**config.mk**
```make
export PLATFORM = sky130hd
export DESIGN_NAME = comp_seq_ctrl_flat
export DESIGN_NICKNAME = d
export VERILOG_FILES = /design/src/rtl/comp_seq_ctrl_pkg.sv /design/src/rtl/comp_seq_ctrl_if.sv /design/src/rtl/comp_seq_ctrl_comp4.sv /design/src/rtl/comp_seq_ctrl.sv /design/src/flat_wrapper.sv
export SDC_FILE = /design/constraint.sdc
export NUM_CORES = 1
export LEC_CHECK = 0
export CAP_MARGIN = 0
export CORE_ASPECT_RATIO = 0.9
export CORE_UTILIZATION = 54
export CTS_CLUSTER_DIAMETER = 50
export DETAILED_ROUTE_END_ITERATION = 8
export PLACE_DENSITY_LB_ADDON = 0.2
export SLEW_MARGIN = 15
export SYNTH_ARGS = -nofsm -noshare
export SYNTH_HDL_FRONTEND = slang
export SYNTH_SLANG_ARGS = --single-unit
export TNS_END_PERCENT = 20
```
**constraint.sdc**
```tcl
create_clock -name i_clk -period 5.99 [get_ports i_clk]
set_clock_uncertainty 0.1 [all_clocks]
set_input_delay 1.797 -clock i_clk [delete_from_list [all_inputs] [get_ports i_clk]]
set_output_delay 1.797 -clock i_clk [all_outputs]
set_load 0.01 [all_outputs]
```
**src/rtl/comp_seq_ctrl_pkg.sv**
```systemverilog
// comp_pkg: shared types and constants for the sequential magnitude comparator.
//   state_t   : controller FSM encoding (IDLE, SCAN, DONE)
//   BLOCK_W   : comparator slice width in bits (fixed at 4)
//   num_block : number of slices needed to cover an operand of the given width
package comp_pkg;

  localparam int BLOCK_W = 4;

  typedef enum logic [1:0] {
    IDLE = 2'd0,
    SCAN = 2'd1,
    DONE = 2'd2
  } state_t;

  function automatic int num_block(input int size);
    return size / BLOCK_W;
  endfunction

endpackage

```
**src/rtl/comp_seq_ctrl_if.sv**
```systemverilog
// comp_seq_ctrl_if: operand/result handshake bundle for comp_seq_ctrl.
//
// Handshake rules: a transfer happens on a rising clock edge where the
// producer's valid and the consumer's ready are both 1. A producer keeps
// valid and its payload stable until that edge; ready may change freely.
//
//   i_valid / o_ready / i_data_a / i_data_b : operand pair into the block
//   o_valid / i_ready / o_less / o_equal    : result out of the block
//   o_busy                                  : a scan is in progress
//
// Modports: slave = the comparator block, master = the environment driving it.
interface comp_seq_ctrl_if #(
  parameter int SIZE_DATA = 28
);
  logic                 i_valid;
  logic                 o_ready;
  logic [SIZE_DATA-1:0] i_data_a;
  logic [SIZE_DATA-1:0] i_data_b;
  logic                 o_valid;
  logic                 i_ready;
  logic                 o_less;
  logic                 o_equal;
  logic                 o_busy;

  modport slave (
    input  i_valid, i_data_a, i_data_b, i_ready,
    output o_ready, o_valid, o_less, o_equal, o_busy
  );

  modport master (
    output i_valid, i_data_a, i_data_b, i_ready,
    input  o_ready, o_valid, o_less, o_equal, o_busy
  );
endinterface

```
**src/rtl/comp_seq_ctrl_comp4.sv**
```systemverilog
// COMP_4bit: combinational 4-bit unsigned magnitude comparator slice.
//   i_a, i_b : 4-bit slices
//   o_less   : i_a < i_b
//   o_equal  : i_a == i_b
module COMP_4bit (
  input  logic [3:0] i_a,
  input  logic [3:0] i_b,
  output logic       o_less,
  output logic       o_equal
);
  assign o_less  = (i_a < i_b);
  assign o_equal = (i_a == i_b);
endmodule

```
**src/rtl/comp_seq_ctrl.sv**
```systemverilog
// comp_seq_ctrl: compares two unsigned SIZE_DATA-bit operands one nibble per
// cycle, most significant nibble first, through one shared COMP_4bit slice.
//
// Ports:
//   i_clk        : clock, rising edge
//   i_rst        : synchronous active-high reset
//   bus          : comp_seq_ctrl_if.slave (operand and result handshakes, busy)
//   o_dbg_state  : current FSM state
//
// Build option COMP_SEQ_EARLY_EXIT_EN:
//   defined   - the scan stops at the first differing nibble (latency 1..NUM_BLOCK)
//   undefined - the scan always covers all nibbles (latency NUM_BLOCK); a sticky
//               flag keeps the most significant difference so results match.
module comp_seq_ctrl #(
  parameter int SIZE_DATA = 28,
  parameter int BLOCK_W   = 4
) (
  input  logic                 i_clk,
  input  logic                 i_rst,
  comp_seq_ctrl_if.slave       bus,
  output comp_pkg::state_t     o_dbg_state
);
  import comp_pkg::*;

  localparam int NUM_BLOCK = num_block(SIZE_DATA);
  localparam int IDX_W     = (NUM_BLOCK > 1) ? $clog2(NUM_BLOCK) : 1;

  if ((SIZE_DATA % 4) != 0 || SIZE_DATA < 4) begin : g_size_chk
    $error("comp_seq_ctrl: SIZE_DATA must be a positive multiple of 4");
  end
  if (BLOCK_W != comp_pkg::BLOCK_W) begin : g_blk_chk
    $error("comp_seq_ctrl: BLOCK_W must be 4");
  end

  state_t               state_q, state_d;
  logic [IDX_W-1:0]     idx_q, idx_d;
  logic [SIZE_DATA-1:0] a_q, a_d, b_q, b_d;
  logic                 less_q, less_d, equal_q, equal_d;
  logic                 valid_q, valid_d, ready_q, ready_d, busy_q, busy_d;
`ifndef COMP_SEQ_EARLY_EXIT_EN
  logic                 decided_q, decided_d, dec_less_q, dec_less_d;
`endif

  // idx-selected nibble of each registered operand
  logic [SIZE_DATA-1:0] a_sh, b_sh;
  logic                 slice_less, slice_equal;

  assign a_sh = a_q >> {idx_q, 2'b00};
  assign b_sh = b_q >> {idx_q, 2'b00};

  COMP_4bit u_slice (
    .i_a     (a_sh[3:0]),
    .i_b     (b_sh[3:0]),
    .o_less  (slice_less),
    .o_equal (slice_equal)
  );

  always_comb begin
    state_d = state_q;
    idx_d   = idx_q;
    a_d     = a_q;
    b_d     = b_q;
    less_d  = less_q;
    equal_d = equal_q;
    valid_d = valid_q;
    ready_d = ready_q;
    busy_d  = busy_q;
`ifndef COMP_SEQ_EARLY_EXIT_EN
    decided_d  = decided_q;
    dec_less_d = dec_less_q;
`endif
    case (state_q)
      IDLE: begin
        if (bus.i_valid && ready_q) begin
          a_d     = bus.i_data_a;
          b_d     = bus.i_data_b;
          idx_d   = IDX_W'(NUM_BLOCK - 1);
          state_d = SCAN;
          ready_d = 1'b0;
          busy_d  = 1'b1;
`ifndef COMP_SEQ_EARLY_EXIT_EN
          decided_d  = 1'b0;
          dec_less_d = 1'b0;
`endif
        end
      end
      SCAN: begin
`ifdef COMP_SEQ_EARLY_EXIT_EN
        if (!slice_equal || idx_q == '0) begin
          less_d  = slice_less;
          equal_d = slice_equal;
          state_d = DONE;
          valid_d = 1'b1;
          busy_d  = 1'b0;
        end else begin
          idx_d = idx_q - IDX_W'(1);
        end
`else
        // Only the first (most significant) difference may set the verdict.
        if (!decided_q && !slice_equal) begin
          decided_d  = 1'b1;
          dec_less_d = slice_less;
        end
        if (idx_q == '0) begin
          if (decided_q) begin
            less_d  = dec_less_q;
            equal_d = 1'b0;
          end else begin
            less_d  = slice_less;
            equal_d = slice_equal;
          end
          state_d = DONE;
          valid_d = 1'b1;
          busy_d  = 1'b0;
        end else begin
          idx_d = idx_q - IDX_W'(1);
        end
`endif
      end
      DONE: begin
        if (bus.i_ready) begin
          state_d = IDLE;
          valid_d = 1'b0;
          ready_d = 1'b1;
        end
      end
      default: begin
        state_d = IDLE;
        valid_d = 1'b0;
        ready_d = 1'b1;
        busy_d  = 1'b0;
      end
    endcase
  end

  always_ff @(posedge i_clk) begin
    if (i_rst) begin
      state_q <= IDLE;
      idx_q   <= '0;
      a_q     <= '0;
      b_q     <= '0;
      less_q  <= 1'b0;
      equal_q <= 1'b0;
      valid_q <= 1'b0;
      ready_q <= 1'b1;
      busy_q  <= 1'b0;
`ifndef COMP_SEQ_EARLY_EXIT_EN
      decided_q  <= 1'b0;
      dec_less_q <= 1'b0;
`endif
    end else begin
      state_q <= state_d;
      idx_q   <= idx_d;
      a_q     <= a_d;
      b_q     <= b_d;
      less_q  <= less_d;
      equal_q <= equal_d;
      valid_q <= valid_d;
      ready_q <= ready_d;
      busy_q  <= busy_d;
`ifndef COMP_SEQ_EARLY_EXIT_EN
      decided_q  <= decided_d;
      dec_less_q <= dec_less_d;
`endif
    end
  end

  assign bus.o_ready  = ready_q;
  assign bus.o_valid  = valid_q;
  assign bus.o_less   = less_q;
  assign bus.o_equal  = equal_q;
  assign bus.o_busy   = busy_q;
  assign o_dbg_state  = state_q;

endmodule
```
**src/flat_wrapper.sv**
```systemverilog
// flat-port wrapper written by rule: the top's interface ports become plain ports
module comp_seq_ctrl_flat import comp_pkg::*;
#(
  parameter int SIZE_DATA = 28,
  parameter int BLOCK_W   = 4
)
  (i_clk, i_rst, o_dbg_state, bus_i_valid, bus_i_data_a, bus_i_data_b, bus_i_ready, bus_o_ready, bus_o_valid, bus_o_less, bus_o_equal, bus_o_busy);
  comp_seq_ctrl_if #(.SIZE_DATA(SIZE_DATA)) bus_i ();
  input  logic i_clk;
  input  logic i_rst;
  output comp_pkg::state_t o_dbg_state;
  input wire logic [$bits(bus_i.i_valid)-1:0] bus_i_valid;
  input wire logic [$bits(bus_i.i_data_a)-1:0] bus_i_data_a;
  input wire logic [$bits(bus_i.i_data_b)-1:0] bus_i_data_b;
  input wire logic [$bits(bus_i.i_ready)-1:0] bus_i_ready;
  output wire logic [$bits(bus_i.o_ready)-1:0] bus_o_ready;
  output wire logic [$bits(bus_i.o_valid)-1:0] bus_o_valid;
  output wire logic [$bits(bus_i.o_less)-1:0] bus_o_less;
  output wire logic [$bits(bus_i.o_equal)-1:0] bus_o_equal;
  output wire logic [$bits(bus_i.o_busy)-1:0] bus_o_busy;
  assign bus_i.i_valid = bus_i_valid;
  assign bus_i.i_data_a = bus_i_data_a;
  assign bus_i.i_data_b = bus_i_data_b;
  assign bus_i.i_ready = bus_i_ready;
  assign bus_o_ready = bus_i.o_ready;
  assign bus_o_valid = bus_i.o_valid;
  assign bus_o_less = bus_i.o_less;
  assign bus_o_equal = bus_i.o_equal;
  assign bus_o_busy = bus_i.o_busy;
  comp_seq_ctrl #(.SIZE_DATA(SIZE_DATA), .BLOCK_W(BLOCK_W)) u_core (.i_clk(i_clk), .i_rst(i_rst), .bus(bus_i), .o_dbg_state(o_dbg_state));
endmodule
```
== After elaboration in Yosys (flattened, before gate mapping) ==
Cells that the tools add are included.

* Output and inout bits: 7
* Word-level logic and storage cells: 63
* Input bits: 60
* Register bits: 68

* Bitwise operators: 3
* Equal/unequal tests: 8
* Shift-type cells: 2
* Mux-type cells: 22
* Reductions and logical operators: 15
* Magnitude comparators: 1
* Add/subtract/negate cells: 1

{| class="wikitable"
|+ Operators by type and width
! operator !! count
|-
| 28-bit by 5-bit >> shifter with 4-bit output || 2
|-
| 3-bit AND reduction || 6
|-
| 1-bit 2-to-1 mux || 10
|-
| 1-bit case mux with 3 select lines || 3
|-
| 2-bit 2-to-1 mux || 3
|-
| 3-bit 2-to-1 mux || 2
|-
| 2-bit by 1-bit inequality test with 1-bit output (second input constant) || 3
|-
| 2-bit case mux with 3 select lines || 1
|-
| 3-bit case mux with 2 select lines || 1
|-
| 4-bit equality test || 1
|-
| 4-bit < comparator || 1
|-
| 2-bit inequality test (second input constant) || 2
|-
| 1-bit case mux with 2 select lines || 2
|-
| 2-bit AND reduction || 2
|-
| 3-bit zero test || 1
|-
| 1-bit NOT || 3
|-
| 3-bit by 1-bit subtractor with 3-bit output (second input constant) || 1
|-
| 2-bit by 1-bit equality test with 1-bit output (second input constant) || 1
|-
| 2-bit equality test (second input constant) || 1
|-
| 1-bit logical AND || 2
|-
| 1-bit zero test || 2
|-
| 2-bit zero test || 1
|-
| 2-bit nonzero test || 1
|}

== Longest topological paths before layout ==
* Depth in word-level cells: 6
* Gate-level depth with buffers: 9
* Depth with buffers taken out: 7

== Modules after synthesis ==
A second synthesis with hierarchy kept.

* Cell total of the unflattened synthesis: 377
* Area, all modules: 3052.9 sq um

{| class="wikitable"
|+ Modules (own cells, without submodules)
! module !! times used !! cells each !! area an instance (sq um) !! sequential area each (sq um)
|-
| comp_seq_ctrl || 1 || 363 || 2950.3 || 1361.3
|-
| COMP_4bit || 1 || 14 || 102.6 || 0.0
|}

== Worst setup path before layout ==
Ideal clock, no wire load.

* Path type: input-to-reg
* Start point: in i_rst
* End point: reg u_core.a_q[0]
* Stages: 4
* Required time: 5.758 ns
* Data arrival time: 2.568 ns
* Buffers on the path: 3
* Library setup time: 0.132 ns
* Slack: 3.190 ns
* Path through: clkbuf_1 -> clkbuf_1 -> clkbuf_1 -> a21oi_1

{| class="wikitable"
|+ RTL lines
! what !! line !! text
|-
| from (decl) || flat_wrapper.sv:10 || <nowiki>input logic i_rst;</nowiki>
|-
| to (signal assigned) || comp_seq_ctrl.sv:140 || <nowiki>a_q <= '0;</nowiki>
|-
| to (signal assigned) || comp_seq_ctrl.sv:154 || <nowiki>a_q <= a_d;</nowiki>
|-
| to (decl) || comp_seq_ctrl.sv:37 || <nowiki>logic [SIZE_DATA-1:0] a_q, a_d, b_q, b_d;</nowiki>
|}

No word-level cell between the ends.

== Worst setup path after layout ==
* Start point: reg u_core.state_q[0] (netlist: u_core.o_dbg_state[0])
* End point: out o_dbg_state[0]

{| class="wikitable"
|+ RTL lines
! what !! line !! text
|-
| from (decl) || comp_seq_ctrl.sv:35 || <nowiki>state_t state_q, state_d;</nowiki>
|-
| from (signal assigned) || comp_seq_ctrl.sv:152 || <nowiki>state_q <= state_d;</nowiki>
|-
| to (decl) || flat_wrapper.sv:11 || <nowiki>output comp_pkg::state_t o_dbg_state;</nowiki>
|}

No word-level cell between the ends.

==> flow_results.xml <==
<?xml version="1.0" encoding="UTF-8"?>
<metrics>
  <group name="outcome">
    <metric name="run_status" unit="">finished, final reports clean</metric>
  </group>
  <group name="synth">
    <metric name="netlist_instances" unit="">354</metric>
    <metric name="ys_top_cells_by_count" unit="">116 x nand2_1, 68 x dfxtp_1, 65 x a21oi_1</metric>
    <metric name="yosysUniqueCellTypes" unit="">38</metric>
    <metric name="synth_top_area_cell" unit="">dfxtp_1</metric>
    <metric name="yosys_register_bits" unit="">68</metric>
    <metric name="yosys.area.top_type_share" unit="%">44.5</metric>
    <metric name="syn-cell-area" unit="mm^2">0.00306</metric>
    <metric name="synth_async_sr_flop_share" unit="%">0</metric>
    <metric name="yosysSeqAreaShare" unit="%">44.5</metric>
    <metric name="synth_nets" unit="">420</metric>
    <metric name="edff_count_synth" unit="">0</metric>
    <metric name="post_synth_main_area_contributors" unit="">dfxtp_1 45%, nand2_1 14%, a21oi_1 11%</metric>
    <metric name="synthesis.area_per_instance" unit="um^2">8.64</metric>
    <metric name="most_instantiated_flip_flop_cell_in_the_synthesis_netlist" unit="">dfxtp_1</metric>
    <metric name="synth_warnings" unit="">0</metric>
    <metric name="most_common_cell_in_the_netlist" unit="">nand2_1</metric>
  </group>
  <group name="sta">
    <metric name="rsz0062_at_grt" unit="">no</metric>
    <metric name="slew_violations" unit="">0</metric>
    <metric name="fmax" unit="MHz">290</metric>
    <metric name="final_clock_period_utilization_by_the_worst_path" unit="%">57.5</metric>
    <metric name="min_period" unit="ns">3.44</metric>
    <metric name="tightest_slew" unit="ns">0.954</metric>
    <metric name="max_slew_margin" unit="%">36.3</metric>
    <metric name="hold_viol" unit="">0</metric>
    <metric name="setup-violations-final" unit="">0</metric>
    <metric name="setup-tns-final" unit="ns">0</metric>
  </group>
  <group name="power_and_ir_drop">
    <metric name="max-vdd-ir-drop" unit="mV">0.184</metric>
    <metric name="total_leakage_power" unit="nW">1.38</metric>
    <metric name="power.density" unit="mW/mm^2">301</metric>
  </group>
  <group name="floorplan">
    <metric name="die_x" unit="um">81.3</metric>
    <metric name="initial_utilization" unit="%">57.2</metric>
    <metric name="die-height" unit="um">73.4</metric>
    <metric name="core.rowCount" unit="">25</metric>
    <metric name="core" unit="mm^2">0.00535</metric>
    <metric name="dieArea" unit="mm^2">0.00597</metric>
    <metric name="floorplan.io_pins" unit="">67</metric>
  </group>
  <group name="grt">
    <metric name="initial_antenna_violation_count" unit="">0</metric>
    <metric name="grt_remaining_overflow" unit="">0</metric>
    <metric name="gr-usage-all-layers" unit="%">23.9</metric>
    <metric name="grt_most_used_layer" unit="">met2</metric>
    <metric name="maximum_number_of_pins_on_one_net_before_global_route_repair" unit="">61</metric>
    <metric name="globalRouteMet2Util" unit="%">38.3</metric>
    <metric name="grt_use_met1" unit="%">30.9</metric>
    <metric name="grt_first_pass_wirelength" unit="um">10600</metric>
    <metric name="grt_util_met3" unit="%">7.33</metric>
    <metric name="vias_in_the_first_global_route" unit="">2299</metric>
  </group>
  <group name="placement">
    <metric name="globalplace.congestion" unit="">0.758</metric>
    <metric name="port_buffer_count" unit="">66</metric>
    <metric name="dp.final_hpwl" unit="um">4390</metric>
    <metric name="post_dp_cell_area" unit="mm^2">0.00366</metric>
  </group>
  <group name="clock_tree">
    <metric name="post-cts-setup-buffer-count" unit="">0</metric>
    <metric name="clockRootBuffer" unit="">clkbuf_8</metric>
    <metric name="tritoncts.num_buffers" unit="">9</metric>
    <metric name="cts-root-to-sink-buffers" unit="">2</metric>
    <metric name="post_cts_resize_count" unit="">0</metric>
    <metric name="h-tree-depth" unit="">3</metric>
    <metric name="worstSkewPairLatency" unit="ns">0.34</metric>
    <metric name="clk_pin_slew" unit="ns">0.07</metric>
    <metric name="cts.sinks" unit="">68</metric>
    <metric name="cts_hold_buffers" unit="">0</metric>
    <metric name="tritoncts" unit="">done</metric>
  </group>
  <group name="worst_setup_path">
    <metric name="timing.critical_path.required" unit="ns">4.09</metric>
    <metric name="critPathTopFamily" unit="">buffers and inverters</metric>
    <metric name="critPathSlowestCell" unit="">clkdlybuf4s50_1</metric>
    <metric name="crit_path_cell_trace" unit="">clkdlybuf4s50_1</metric>
    <metric name="critical_path_capture_point_type" unit="">output pin</metric>
    <metric name="critPathLaunchType" unit="">register</metric>
    <metric name="crit_arrival" unit="ns">1.55</metric>
    <metric name="worst_path_largest_cell_delay" unit="ns">0.62</metric>
    <metric name="worst-setup-path-type" unit="">register to output pin</metric>
    <metric name="crit_path_max_fanout" unit="">11</metric>
    <metric name="path_buf_inv" unit="">1</metric>
  </group>
  <group name="finish">
    <metric name="postLayoutCellArea" unit="mm^2">0.00384</metric>
    <metric name="antenna-diode-count" unit="">0</metric>
    <metric name="finalNetCount" unit="">471</metric>
    <metric name="n_fill_cell" unit="">427</metric>
    <metric name="multi_input_comb_area" unit="mm^2">0.00153</metric>
    <metric name="drive_gt1_share" unit="%">8.54</metric>
    <metric name="storage_element_area" unit="mm^2">0.00136</metric>
    <metric name="syn2layout_area_growth" unit="%">25.5</metric>
  </group>
  <group name="flow_run">
    <metric name="maxCapViolCount" unit="">0</metric>
  </group>
  <group name="detailed_routing">
    <metric name="vias" unit="">2601</metric>
    <metric name="drc_errors" unit="">0</metric>
    <metric name="ant_nets" unit="">0</metric>
    <metric name="first_pass_iters" unit="">4</metric>
    <metric name="drt-total-wl" unit="um">6670</metric>
    <metric name="detail_route.vias_per_cell" unit="">5.45</metric>
    <metric name="drt-wirelength-per-cell" unit="um">14.0</metric>
    <metric name="detailedRoute.firstIterationViolations" unit="">174</metric>
  </group>
  <group name="hold_path">
    <metric name="hold_path_class" unit="">register to register</metric>
  </group>
</metrics>
-- cells by family (layout without fill, tap and decap cells) --
logic type                 Yosys count  in the layout  synth area share (%)
AOI/OAI and AO/OA                   82             82                  15.0
DFF                                 68             68                  44.5
muxes                               26             26                  11.9
and+or+nand+nor                    139            139                  20.3
adders and majority gates            6              6                  2.45
buffers and inverters               33             89                  5.73
-- through the flow --
step	util (%)	std cells	power, mW	hold WS (ns)	setup WS (ns)
after floorplan	-	354	0.751	0.333	3.19
after global placement	68.5	461	0.832	0.339	2.14
after detailed placement	68.5	461	0.841	0.344	2.09
after CTS	71.7	477	1.16	0.354	2.44
after global routing	71.7	477	1.22	0.372	2.45
final	71.7	477	1.15	0.355	2.55
-- sequential cells by signal (all words and copies together) (netlist names) --
register	flops
u_core.dec_less_q	1
u_core.a_q	28
u_core.decided_q	1
u_core.o_dbg_state	2
u_core.b_q	28
u_core.bus.o_busy	1
u_core.bus.o_ready	1
u_core.bus.o_equal	1
u_core.bus.o_valid	1
u_core.idx_q	3
u_core.bus.o_less	1
-- power by group --
part | internal [mW] | switching, mW
combinational | 0.145 | 0.139
clock | 0.158 | 0.165
sequential | 0.501 | 0.0451
-- area by class of cell --
class,count,area share (%)
multi-input combinational,253,39.9
sequential,68,35.5
timing repair buffer,69,17.7
clock buffer,11,3.68
tap,67,2.18
clock inverter,5,0.717
inverter,4,0.391
-- per-layer routing --
| metal | vias up | part of all wire, % |
|---|---|---|
| li1 | 1308 | - |
| met1 | 1221 | 46 |
| met2 | 64 | 48 |
| met3 | 8 | 4.9 |
| met4 | 0 | 0.94 |
| met5 | - | 0 |
-- path summary, 6_finish.rpt --
path / slack, ns / end / startpoint / cells after the start
max: 2.55 / o_dbg_state[0] / u_core.o_dbg_state[0]$_SDFFE_PP0P_ / 1
min: 0.36 / u_core.b_q[4]$_SDFFE_PP0P_ / u_core.b_q[4]$_SDFFE_PP0P_ / 2
max reg2reg: 2.83 / u_core.dec_less_q$_SDFFE_PP0P_ / u_core.idx_q[0]$_SDFFE_PP0P_ / 7
min reg2reg: 0.36 / u_core.b_q[4]$_SDFFE_PP0P_ / u_core.b_q[4]$_SDFFE_PP0P_ / 2
-- layout by cell type (no fill, tap or decap), drive strengths merged, types with 6 or more instances in the layout --
cell type	synthesis	final
a21oi	65	65
nand2	116	116
o2bb2ai	8	8
ha	6	6
dfxtp	68	68
mux4	8	8
clkdlybuf4s50	0	65
mux2i	14	14
clkbuf	8	11
No activity file was read; power rests on OpenSTA's default activity.
